--- config.mk ---
export PLATFORM = sky130hd
export DESIGN_NAME = bank_fifo_reader
export DESIGN_NICKNAME = d
export VERILOG_FILES = /design/src/rtl/bank_fifo_pkg.sv /design/src/rtl/bank_fifo_reader_stream_reg.sv /design/src/rtl/bank_fifo_reader.sv
export SDC_FILE = /design/constraint.sdc
export NUM_CORES = 1
export LEC_CHECK = 0
export CORE_MARGIN = 3
export CORE_UTILIZATION = 50
export DETAILED_ROUTE_END_ITERATION = 8
export GPL_ROUTABILITY_DRIVEN = 0
export GPL_TIMING_DRIVEN = 0
export PLACE_DENSITY = 0.8
export SYNTH_ARGS = -nofsm -noshare
export SYNTH_HDL_FRONTEND = slang
export SYNTH_HIERARCHICAL = 1
export SYNTH_SLANG_ARGS = --single-unit
--- constraint.sdc ---
create_clock -name clk -period 4.46 [get_ports clk]
set_input_delay 1.115 -clock clk [delete_from_list [all_inputs] [get_ports clk]]
set_output_delay 1.115 -clock clk [all_outputs]
set_load 0.03 [all_outputs]
--- src/rtl/bank_fifo_pkg.sv ---
// Shared defaults and FSM encoding for the banked FIFO reader.
package bank_fifo_pkg;

    localparam int W_DEF = 16;
    localparam int N_DEF = 8;

    typedef enum logic [1:0] {
        IDLE  = 2'd0,
        WAIT  = 2'd1,
        DRAIN = 2'd2,
        FLUSH = 2'd3
    } state_t;

endpackage

--- src/rtl/bank_fifo_reader_stream_reg.sv ---
// Single-entry output register: loads on a FIFO read, holds while the consumer stalls.
module stream_reg #(
    parameter int W = 16
) (
    input  logic         clk,
    input  logic         rst,
    input  logic         i_clr,
    input  logic         i_load,
    input  logic [W-1:0] i_data,
    input  logic         i_last,
    input  logic         i_ready,
    output logic         o_valid,
    output logic [W-1:0] o_data,
    output logic         o_last
);

    logic         r_valid;
    logic         r_last;
    logic [W-1:0] r_data;

    always_ff @(posedge clk) begin
        if (rst) begin
            r_valid <= 1'b0;
            r_last  <= 1'b0;
            r_data  <= '0;
        end else if (i_clr) begin
            r_valid <= 1'b0;
            r_last  <= 1'b0;
        end else if (i_load) begin
            r_valid <= 1'b1;
            r_data  <= i_data;
            r_last  <= i_last;
        end else if (i_ready) begin
            r_valid <= 1'b0;
        end
    end

    assign o_valid = r_valid;
    assign o_data  = r_data;
    assign o_last  = r_last;

endmodule

--- src/rtl/bank_fifo_reader.sv ---
// Drains a whole number of FIFO banks into a valid/ready stream, checking the
// FIFO bank bit against the expected ping-pong sequence at every bank start.
module bank_fifo_reader
    import bank_fifo_pkg::*;
#(
    parameter int W = W_DEF,
    parameter int N = N_DEF
) (
    input  logic         clk,
    input  logic         rst,
    input  logic         cmd_trigger,
    input  logic [15:0]  cmd_bankCount,
    input  logic         cmd_abort,
    output logic         cmd_ready,
    output logic         done,
    output logic         err,
    output logic         fifo_trigger,
    input  logic [W-1:0] fifo_data,
    input  logic         fifo_ok,
    input  logic         fifo_bank,
    output logic         out_valid,
    output logic [W-1:0] out_data,
    output logic         out_last,
    input  logic         out_ready
);

    localparam int CW = N - 1;
    localparam logic [CW-1:0] LAST_IDX = '1;

    state_t        r_state;
    state_t        w_state_nxt;
    logic [15:0]   r_bank_cnt;
    logic [CW-1:0] r_word_cnt;
    logic          r_exp_bank;
    logic          r_first;
    logic          r_err;
    logic          r_done;

    logic          w_trig;
    logic          w_last_word;
    logic          w_accept;
    logic          w_bank_start;
    logic          w_zero_done;
    logic          w_flush_done;
    logic          w_out_valid;

    always_ff @(posedge clk) begin
        if (rst) r_state <= IDLE;
        else     r_state <= w_state_nxt;
    end

    always_comb begin
        w_state_nxt  = r_state;
        w_trig       = 1'b0;
        w_accept     = 1'b0;
        w_bank_start = 1'b0;
        w_zero_done  = 1'b0;
        w_flush_done = 1'b0;
        case (r_state)
            IDLE: begin
                if (cmd_trigger) begin
                    w_accept = 1'b1;
                    if (cmd_bankCount != 16'd0) w_state_nxt = WAIT;
                    else                        w_zero_done = 1'b1;
                end
            end
            WAIT: begin
                if (fifo_ok) begin
                    w_bank_start = 1'b1;
                    w_state_nxt  = DRAIN;
                end
            end
            DRAIN: begin
                if (fifo_ok && (!w_out_valid || out_ready)) begin
                    w_trig = 1'b1;
                    if (r_word_cnt == LAST_IDX)
                        w_state_nxt = (r_bank_cnt > 16'd1) ? WAIT : FLUSH;
                end
            end
            FLUSH: begin
                if (w_out_valid && out_ready) begin
                    w_flush_done = 1'b1;
                    w_state_nxt  = IDLE;
                end
            end
            default: w_state_nxt = IDLE;
        endcase
        // Abort (and reset) must suppress the read strobe in the very same cycle.
        if (cmd_abort || rst) begin
            w_state_nxt  = IDLE;
            w_trig       = 1'b0;
            w_accept     = 1'b0;
            w_bank_start = 1'b0;
            w_zero_done  = 1'b0;
            w_flush_done = 1'b0;
        end
    end

    assign w_last_word = w_trig && (r_word_cnt == LAST_IDX);

    always_ff @(posedge clk) begin
        if (rst) begin
            r_bank_cnt <= '0;
            r_word_cnt <= '0;
            r_exp_bank <= 1'b0;
            r_first    <= 1'b0;
            r_err      <= 1'b0;
            r_done     <= 1'b0;
        end else begin
            r_done <= w_zero_done || w_flush_done;
            if (cmd_abort) begin
                r_bank_cnt <= '0;
                r_word_cnt <= '0;
                r_first    <= 1'b0;
            end else begin
                if (w_accept) begin
                    r_err      <= 1'b0;
                    r_bank_cnt <= cmd_bankCount;
                    r_word_cnt <= '0;
                    r_first    <= 1'b1;
                end
                // First bank of a command defines the phase; later banks must alternate.
                if (w_bank_start) begin
                    r_first <= 1'b0;
                    if (r_first)                      r_exp_bank <= fifo_bank;
                    else if (fifo_bank != r_exp_bank) r_err      <= 1'b1;
                end
                if (w_trig) begin
                    r_word_cnt <= r_word_cnt + 1'b1;
                    if (w_last_word) begin
                        r_exp_bank <= ~r_exp_bank;
                        if (r_bank_cnt != 16'd0) r_bank_cnt <= r_bank_cnt - 16'd1;
                    end
                end
            end
        end
    end

    stream_reg #(.W(W)) u_stream_reg (
        .clk     (clk),
        .rst     (rst),
        .i_clr   (cmd_abort),
        .i_load  (w_trig),
        .i_data  (fifo_data),
        .i_last  (w_last_word),
        .i_ready (out_ready),
        .o_valid (w_out_valid),
        .o_data  (out_data),
        .o_last  (out_last)
    );

    assign out_valid    = w_out_valid;
    assign fifo_trigger = w_trig;
    assign cmd_ready    = (r_state == IDLE);
    assign done         = r_done;
    assign err          = r_err;

endmodule

==> results of run 1 <==
==> cells by family after synthesis <==
logic type	after synthesis	synth area share [%]
AOI/OAI and AO/OA	73	19.6
xor gates and xnor gates	4	1.36
adders and majority gates	3	1.46
buffers and inverters	23	4.85
DFF	47	36.5
muxes	3	1.17
and+or+nand+nor	144	35.1
==> worst max-delay path, cell delays in order <==
cell and delay, ps:
clkdlybuf4s50_1 630, nor4b_4 410, nand3_1 300, inv_4 260, dlygate4sd2_1 430
==> cell usage in the layout, fill, tap and decap left out, types with 7 or more instances in the layout <==
cell / synthesis / final
a22oi_1: 7 / 7
nand2_1: 18 / 18
a21oi_1: 15 / 15
o21ai_2: 10 / 10
nor2_1: 25 / 25
dfxtp_1: 47 / 47
nand4bb_1: 16 / 16
nand2b_1: 19 / 19
clkdlybuf4s50_1: 0 / 58
nand3_1: 21 / 21
nor3_1: 8 / 8
clkbuf_1: 8 / 9
o21ai_0: 11 / 11
==> metrics by stage <==
stage	util, %	total power, mW	instance area (sq um)
2_1_floorplan	-	0.499	2580
3_3_place_gp	67.3	0.558	3260
3_5_place_dp	67.3	0.559	3260
4_1_cts	69.0	0.815	3350
5_1_grt	69.0	0.842	3350
6_report	69.0	0.806	3350
==> state kept, by name (all words and copies together) (netlist names) <==
register              flops
done                      1
err                       1
r_bank_cnt               16
r_exp_bank                1
r_first                   1
r_state                   2
r_word_cnt                7
u_stream_reg/o_data      16
u_stream_reg/o_last       1
u_stream_reg/o_valid      1
==> metal layers <==
metal  vias to the layer above  routed length, um  GRT usage [%]
met2                        93               3280           40.1
met5                         -                  0              0
met3                         8                604           7.31
li1                       1252                  -              -
met4                         0                 82           6.94
met1                      1165               2940           29.0
==> layout make-up <==
cell class / count / area (sq um)
Fill cell: 437 / 1500
Clock inverter: 2 / 12.5
Timing Repair Buffer: 60 / 598
Clock buffer: 6 / 72.6
Tap cell: 67 / 83.8
Inverter: 6 / 25.0
Sequential cell: 47 / 941
Multi-Input combinational cell: 227 / 1510
Buffer: 17 / 103
==> cells in the mapped netlist (all sizes together) (2+ instances only) <==
master    n  area (sq um)
ha        3          37.5
o211ai    2          15.0
o41ai     2          17.5
nand2b   19           119
a211oi    4          30.0
nand2    18          67.6
inv       5          18.8
nand4bb  16           180
o21a      2          15.0
nor4      7          65.1
a32oi     4          35.0
a22oi     7          52.6
and3      3          18.8
or4       2          15.0
nor2b     2          12.5
or3       3          18.8
buf       9          72.6
nor3      9          50.1
and4      2          17.5
xor2      2          17.5
xnor2     2          17.5
mux2i     3          30.0
clkbuf    8          30.0
nand4     5          31.3
o311ai    4          35.0
a21oi    15          75.1
nand3    21           105
nor2     25          93.8
nor4b     3          41.3
dfxtp    47           941
nand3b    4          30.0
o21ai    24           158
a31oi     3          18.8
==> power by group <==
part	switching [mW]	internal, mW
combinational	0.0592	0.0602
clock	0.146	0.110
sequential	0.00644	0.424
==> worst max path at each step <==
stage,startpoint,to,slack (ps),cells after the start
after CTS,cmd_abort,fifo_trigger,190,5
after global routing,cmd_abort,fifo_trigger,0.9,5
after global placement,rst,fifo_trigger,-220,5
after detailed placement,rst,fifo_trigger,-210,5
final,cmd_abort,fifo_trigger,190,5
after floorplan,cmd_abort,fifo_trigger,1370,3
==> repair_timing <==
item | CTS | global route
setup endpoints to repair | 1 | 1
hold endpoints to repair | 0 | 0
hold buffers | 0 | 0
gates resized for setup | 3 | 1
==> metrics.yaml, run 1 <==
status: "completed"
path_max_fanout: 18
drive_above_1_share_pct: 9.32
cts.sinks: 47
end_kind: "primary output"
finalCriticalPeriod_ps: 4270
cts_buffers: 5
io_pins: 61
finalClockSkew_ps: 7.71
crit_type: "primary input to primary output"
max-vdd-ir-drop_mv: 0.141
rows: 25
dp_cells: 424
grt_pass1_vias: 2497
grt_pass1_wl_um: 11800
finalNetCount: 406
layout_setup_ws_ps: 193
drtAntennaViolNets: 0
num_vias: 2518
vias_per_cell: 5.83
fp.dieH_um: 77.8
grt_max_degree: 19
syn-num-nets: 339
synth-seq-area-share_pct: 36.5
netlist_instances: 297
required_ps: 3350
ys_async_sr_fraction_pct: 0
r2r-start: "r_word_cnt[0]"
synth_edf_count: 0
leakage_nw: 1.15
r2r_cells: 7
r2r_slack_ps: 2300
h-tree-depth: 2
gr-total-overflow: 0
wire_per_inst_um: 16.0
post_cts_buffers: 0
min_path_cells: 1
postSynthAreaPerCell_sq_um: 8.68
yosysWarnings: 6
ys_ff_latch: 47
initial_core_util_pct: 53.2
syn_to_final_growth_pct: 29.9
whs_endpoint: "r_word_cnt[5]"
r2r_end: "r_bank_cnt[13]"
dp_hpwl_um: 5040
grt.total_usage_pct: 23.8
cts-root-buf: "clkbuf_8"
antenna_cells: 0
slew_violations: 0
setup_tns_ps: 0
relSlewSlack_pct: 51.1
die_area_sq_um: 6050
start_kind: "primary input"
synthesis.area_sq_um: 2580
antenna_found_initial: 0
fin_crit_sh_pct: 95.7
finalNonFillerCells: 432
place_worst_setup_slack_ps: -206
hp-class: "flip-flop to flip-flop"
max-cap-violations: 0
clk_latency_ps: 310
synthDistinctLibCells: 56
hp-start: "r_word_cnt[5]"
rsz0062_at_grt: "no"
cts_tree: "built"
clkSlewWorstSetupHoldPaths_ps: 90
hold_viol_final: 0
drt-initial-drc-count: 172
wl_um: 6900
holdWs_ps: 467
fmax_ghz: 0.234
ys.flop_type: "dfxtp_1"
cp.arrival_ps: 3150
worst_slew_pin_slew_ps: 731
die_x_um: 77.8
io_buffer_count: 60
setup_viol_count_final: 0
core_region_area_sq_um: 4850
clock_path_buffers: 2
first_pass_iters: 4
drcViolationCount: 0
p_per_area_nw_per_um2: 241
No activity file was read; power rests on OpenSTA's default activity.
==> inputs of run 2 (changes only) <==
--- a/config.mk
+++ b/config.mk
@@ -5,12 +5,10 @@
 export SDC_FILE = /design/constraint.sdc
 export NUM_CORES = 1
 export LEC_CHECK = 0
-export CORE_MARGIN = 3
-export CORE_UTILIZATION = 50
+export CORE_UTILIZATION = 54
 export DETAILED_ROUTE_END_ITERATION = 8
-export GPL_ROUTABILITY_DRIVEN = 0
 export GPL_TIMING_DRIVEN = 0
-export PLACE_DENSITY = 0.8
+export PLACE_DENSITY = 0.86
 export SYNTH_ARGS = -nofsm -noshare
 export SYNTH_HDL_FRONTEND = slang
 export SYNTH_HIERARCHICAL = 1
==> run 2 against run 1 <==
Effect of this change:
- the run now ends with design-rule violations left
- sequential share of layout area down 0.12 points
- global-route usage rose by 4.4 points
- register-to-register slack is essentially flat
- highest routed layer unchanged
- critical path type unchanged
- sequential power about the same
- total power up 9.2%
- non-clock buffer count unchanged
- critical endpoint unchanged
- clock skew down 2.4 ps
- setup slack worse by 15 ps
- clock power is 29% higher
- die area is 17% lower
- sequential cell count unchanged
==> metrics.yaml, run 2 (synthesis results as in run 1) <==
r2r_slack_ps: 2300  # about the same
leakage_nw: 1.17  # +1.6%
vias_per_cell: 6.19  # +6.1%
status: "finished, violations left"
slew_violations: 0  # unchanged
r2r-start: "r_bank_cnt[0]"
die_area_sq_um: 5050  # -17%
wl_met2_um: 3120  # -4.9%
rows: 24  # -4.0%
critical-path-top-delay-family: "buffers and inverters"
layout_setup_ws_ps: 178  # -14.5 ps
required_ps: 3350  # about the same
worst_slew_pin_slew_ps: 676  # -54.8 ps
wl_met1_um: 2900  # -1.3%
r2r_end: "r_bank_cnt[10]"
mostFrequentLayoutCells: "clkdlybuf4s50_1 (59), dfxtp_1 (47), nor2_1 (25)"
drt-initial-drc-count: 230  # +34%
cp.arrival_ps: 3170  # +20 ps
hp-class: "flip-flop to flip-flop"
setup_tns_ps: 0  # unchanged
grt_max_degree: 19  # unchanged
crit_type: "primary input to primary output"
antenna_found_initial: 0  # unchanged
ctsResizeCount: 2  # -1
met3_length_um: 629  # +4.1%
num_vias: 2580  # +2.5%
clock_path_buffers: 2  # unchanged
max-vdd-ir-drop_mv: 0.153  # +8.3%
io_buffer_count: 60  # unchanged
antenna_cells: 0  # unchanged
drcViolationCount: 3  # +3
first_pass_iters: 7  # +3
finalCriticalPeriod_ps: 4280  # +14.5 ps
crit_path_max_incr_delay_ps: 670  # +40 ps
die_x_um: 71.1  # -8.6%
relSlewSlack_pct: 54.7  # +3.7 points
post_cts_buffers: 0  # unchanged
dp_cells: 409  # -3.5%
grt_pass1_wl_um: 11300  # -4.0%
final_common_cell: "clkdlybuf4s50_1"
fmax_ghz: 0.234  # -0.34%
drive_above_1_share_pct: 9.59  # +0.27 points
finalNonFillerCells: 417  # -3.5%
dp_hpwl_um: 4780  # -5.1%
h-tree-depth: 2  # unchanged
io_pins: 61  # unchanged
fin_crit_sh_pct: 96.0  # +0.33 points
clkSlewWorstSetupHoldPaths_ps: 80  # about the same
grt_pass1_vias: 2407  # -3.6%
r2r_cells: 9  # +2
end_kind: "primary output"
violations: "design-rule violations"
crit_chain: "clkdlybuf4s50_1 > nor4b_4 > nand3_1 > clkinv_2 > dlygate4sd2_1"
drtAntennaViolNets: 0  # unchanged
fp.dieH_um: 71.1  # -8.6%
setup.worst_path.end: "fifo_trigger"
gr-total-overflow: 0  # unchanged
start_kind: "primary input"
cts_buffers: 5  # unchanged
finalNetCount: 406  # unchanged
finalClockSkew_ps: 5.36  # -2.35 ps
hold_viol_final: 0  # unchanged
grt.total_usage_pct: 28.2  # +4.4 points
clk_latency_ps: 300  # about the same
wire_per_inst_um: 16.2  # +1.2%
highest_layer: "met4"
place_congestion: 0.850
core_region_area_sq_um: 4470  # -7.7%
wl_um: 6740  # -2.3%
rsz0062_at_grt: "no"
critPathLaunch: "rst"
place_worst_setup_slack_ps: -173  # +33.2 ps
cpMaxStageDelayCell: "clkdlybuf4s50_1"
cts_hold_buffers: 0  # unchanged
critical_path_buf_inv_count: 3  # unchanged
initial_core_util_pct: 57.6  # +4.4 points
p_per_area_nw_per_um2: 262  # +8.8%
cts_tree: "built"
syn_to_final_growth_pct: 30.4
setup_viol_count_final: 0  # unchanged
cts-root-buf: "clkbuf_8"
path_max_fanout: 18  # unchanged
cts.sinks: 47  # unchanged
path_depth: 5  # unchanged
holdWs_ps: 458  # -9.32 ps
max-cap-violations: 0  # unchanged
-- run 2: changes by cell type in the layout (fill, tap and decap cells not counted) --
cell,delta
clkbuf_8,+1
clkbuf_1,-1
inv_4,-1
clkinvlp_4,-1
clkinv_2,+1
dlygate4sd2_1,-1
bufinv_16,+1
clkdlybuf4s50_1,+1
-- run 2: stage by stage --
step	total power, mW	area (sq um)	util, %
floorplan	0.499	2580	-
global placement	0.556	3240	72.5
detailed placement	0.557	3240	72.5
CTS	0.883	3360	75.1
global route	0.917	3360	75.1
finish	0.881	3360	75.1
-- run 2: layout make-up --
| type | instances | area, sq um |
|---|---|---|
| plain buffers | 17 | 103 |
| clock buffers | 6 | 82.6 |
| clock inverters | 2 | 35.0 |
| fillers | 343 | 1110 |
| inverters | 6 | 23.8 |
| multi-input cells | 227 | 1510 |
| flip-flops and latches | 47 | 941 |
| well taps | 52 | 65.1 |
| repair buffers | 60 | 599 |
-- run 2: how the worst min path moves through the flow --
stage | cells past startpoint | slack [ps] | endpoint | start
5_1_grt | 1 | 470 | r_word_cnt[5] | r_word_cnt[5]
6_report | 1 | 460 | r_word_cnt[5] | r_word_cnt[5]
2_1_floorplan | 1 | 420 | r_word_cnt[5] | r_word_cnt[5]
3_3_place_gp | 1 | 440 | r_word_cnt[5] | r_word_cnt[5]
4_1_cts | 1 | 450 | r_word_cnt[5] | r_word_cnt[5]
3_5_place_dp | 1 | 440 | r_word_cnt[5] | r_word_cnt[5]
-- run 2: metal layers --
layer / GRT usage (%) / up-vias
li1: - / 1247
met5: 0 / -
met3: 8.55 / 13
met2: 45.7 / 130
met1: 35.6 / 1190
met4: 10.0 / 0
-- run 2: report_power, final --
group	switching, mW	internal, mW	total (mW)
clock	0.149	0.182	0.330
sequential	0.00635	0.424	0.431
combinational	0.0590	0.0606	0.120
total	0.214	0.667	0.881
==> edit, RTL diff (flow settings as in run 2) <==
Encoding of `state_t`: now one-hot (4 bits for 4 states).
--- a/src/rtl/bank_fifo_pkg.sv
+++ b/src/rtl/bank_fifo_pkg.sv
@@ -6,7 +6,7 @@
 
-    typedef enum logic [1:0] {
-        IDLE  = 2'd0,
-        WAIT  = 2'd1,
-        DRAIN = 2'd2,
-        FLUSH = 2'd3
+    typedef enum logic [3:0] {
+        IDLE  = 4'b0001,
+        WAIT  = 4'b0010,
+        DRAIN = 4'b0100,
+        FLUSH = 4'b1000
     } state_t;
Formal check against the unedited RTL: no difference found for any inputs over 10 cycles, from zero or initial values and one cycle with rst high; not proved beyond that.
==> edit against run 2 <==
  * Design area rose by 5.4%
  * Critical endpoint unchanged
  * Clock skew barely moved
  * Worst setup slack improved by 0.076 ns
  * Highest routed layer unchanged
  * Synthesized area rose by 5.2%
  * Wire length rose by 2.2%
  * Power rose by 11%
  * Sequential cell count rose by 2
==> edit: results (changes against run 2) <==
Power and ir drop:
- The internal portion of total power was 746 uW (+12%).
- The register share of total power is 45.9% (-3.0 points).
- The maximum vdd ir drop is 0.179 mV (+17%).
- The power of the clock network was 377 uW (+14%).

Global routing:
- The wire length of the first global-routing pass was 11.2 mm (-0.92%).
- The via count of the first global-routing pass came to 2436 (+1.2%).
- The largest net degree at the start of global routing is 16 (-3).
- The total routing usage reported by global routing is 27.3% (-0.92 points).

Drt:
- The final routed DRC violation total is 0 (-3).

Cells and area:
- The layout multi-input combinational cell count is 236 (+4.0%).
- The final-layout non-clock buffer area share was 21.0% (+0.068 points).
- The flip-flop and latch area came to 981 um^2 (+4.3%).
- The final layout net count is 415 (+2.2%).
- From synthesis to final layout, the design area changed by 30.5%.
- The fraction of final layout cells with drive strength greater than 1 was 11.8% (+2.2 points).
- The area of the multi-input gates was 0.00159 mm^2 (+4.9%).

Place:
- The half-perimeter wire length of the detailed placement result is 4.81 mm (+0.72%).
- The global placer's final weighted congestion is 0.883 (+3.9%).
- The post-detailed-placement cell area is 0.00340 mm^2 (+4.7%).

Min path:
- The source of the worst hold timing path is u_stream_reg/o_data[11]$_SDFFE_PP0P_.
- The capture endpoint of the worst hold path is u_stream_reg/o_data[11]$_SDFFE_PP0P_.

Synth:
- Ranked by total cell area, the synthesized netlist is headed by sky130_fd_sc_hd__dfxtp_1 36%, sky130_fd_sc_hd__nand4bb_1 6.6%, sky130_fd_sc_hd__nand2b_1 3.9%, sky130_fd_sc_hd__nor2_1 3.6%, sky130_fd_sc_hd__o21ai_2 3.2%.
- The sequential element share of the synthesized area is 36.2% (-0.34 points).

Floorplanning:
- The placement row count is 25 (+4.2%).

Clock tree:
- The post-cts resize count is 6 (+4).

STA:
- The headroom to the max-slew limit came to 50.8% (-4.0 points).
- The post-route clock skew is 0.00518 ns (-0.000172 ns).
- The timing-limited maximum frequency is 238 MHz (+1.8%).

Status:
- The flow ran to the end, and the final reports show no timing, DRC or antenna violations.

Setup path:
- The slowest stage of the critical path belongs to the cell sky130_fd_sc_hd__dlygate4sd2_1.
- The reg-to-reg critical path startpoint is r_word_cnt[0]$_SDFFE_PN0P_.
edit: cell count changes in the layout (fill, tap and decap cells not counted), moves of 4 or more:
cell | before | now
sky130_fd_sc_hd__nand3_1 | 21 | 13
sky130_fd_sc_hd__o21ai_0 | 11 | 17
sky130_fd_sc_hd__or3_1 | 3 | 9
sky130_fd_sc_hd__buf_6 | 1 | 5
sky130_fd_sc_hd__nand4_1 | 5 | 1
sky130_fd_sc_hd__or4_1 | 2 | 6
edit: cell families (layout without fill, tap and decap cells):
group	count (synthesis)	count (layout)	share of synthesized area, %
AO/OA/AOI/OAI	79	79	19.9
buffers and inverters	21	89	5.67
AND/OR/NAND/NOR	145	145	33.8
flip-flops	49	49	36.2
multiplexers	2	2	0.784
adder cells (fa/ha/maj)	3	3	1.38
XOR/XNOR	7	7	2.26
edit: layer usage:
metal / track usage, % / wire [um] / up-vias
li1: - / - / 1288
met3: 7.46 / 505 / 8
met2: 47.8 / 3280 / 92
met1: 32.1 / 3010 / 1225
met5: 0 / 0 / -
met4: 9.15 / 82 / 0
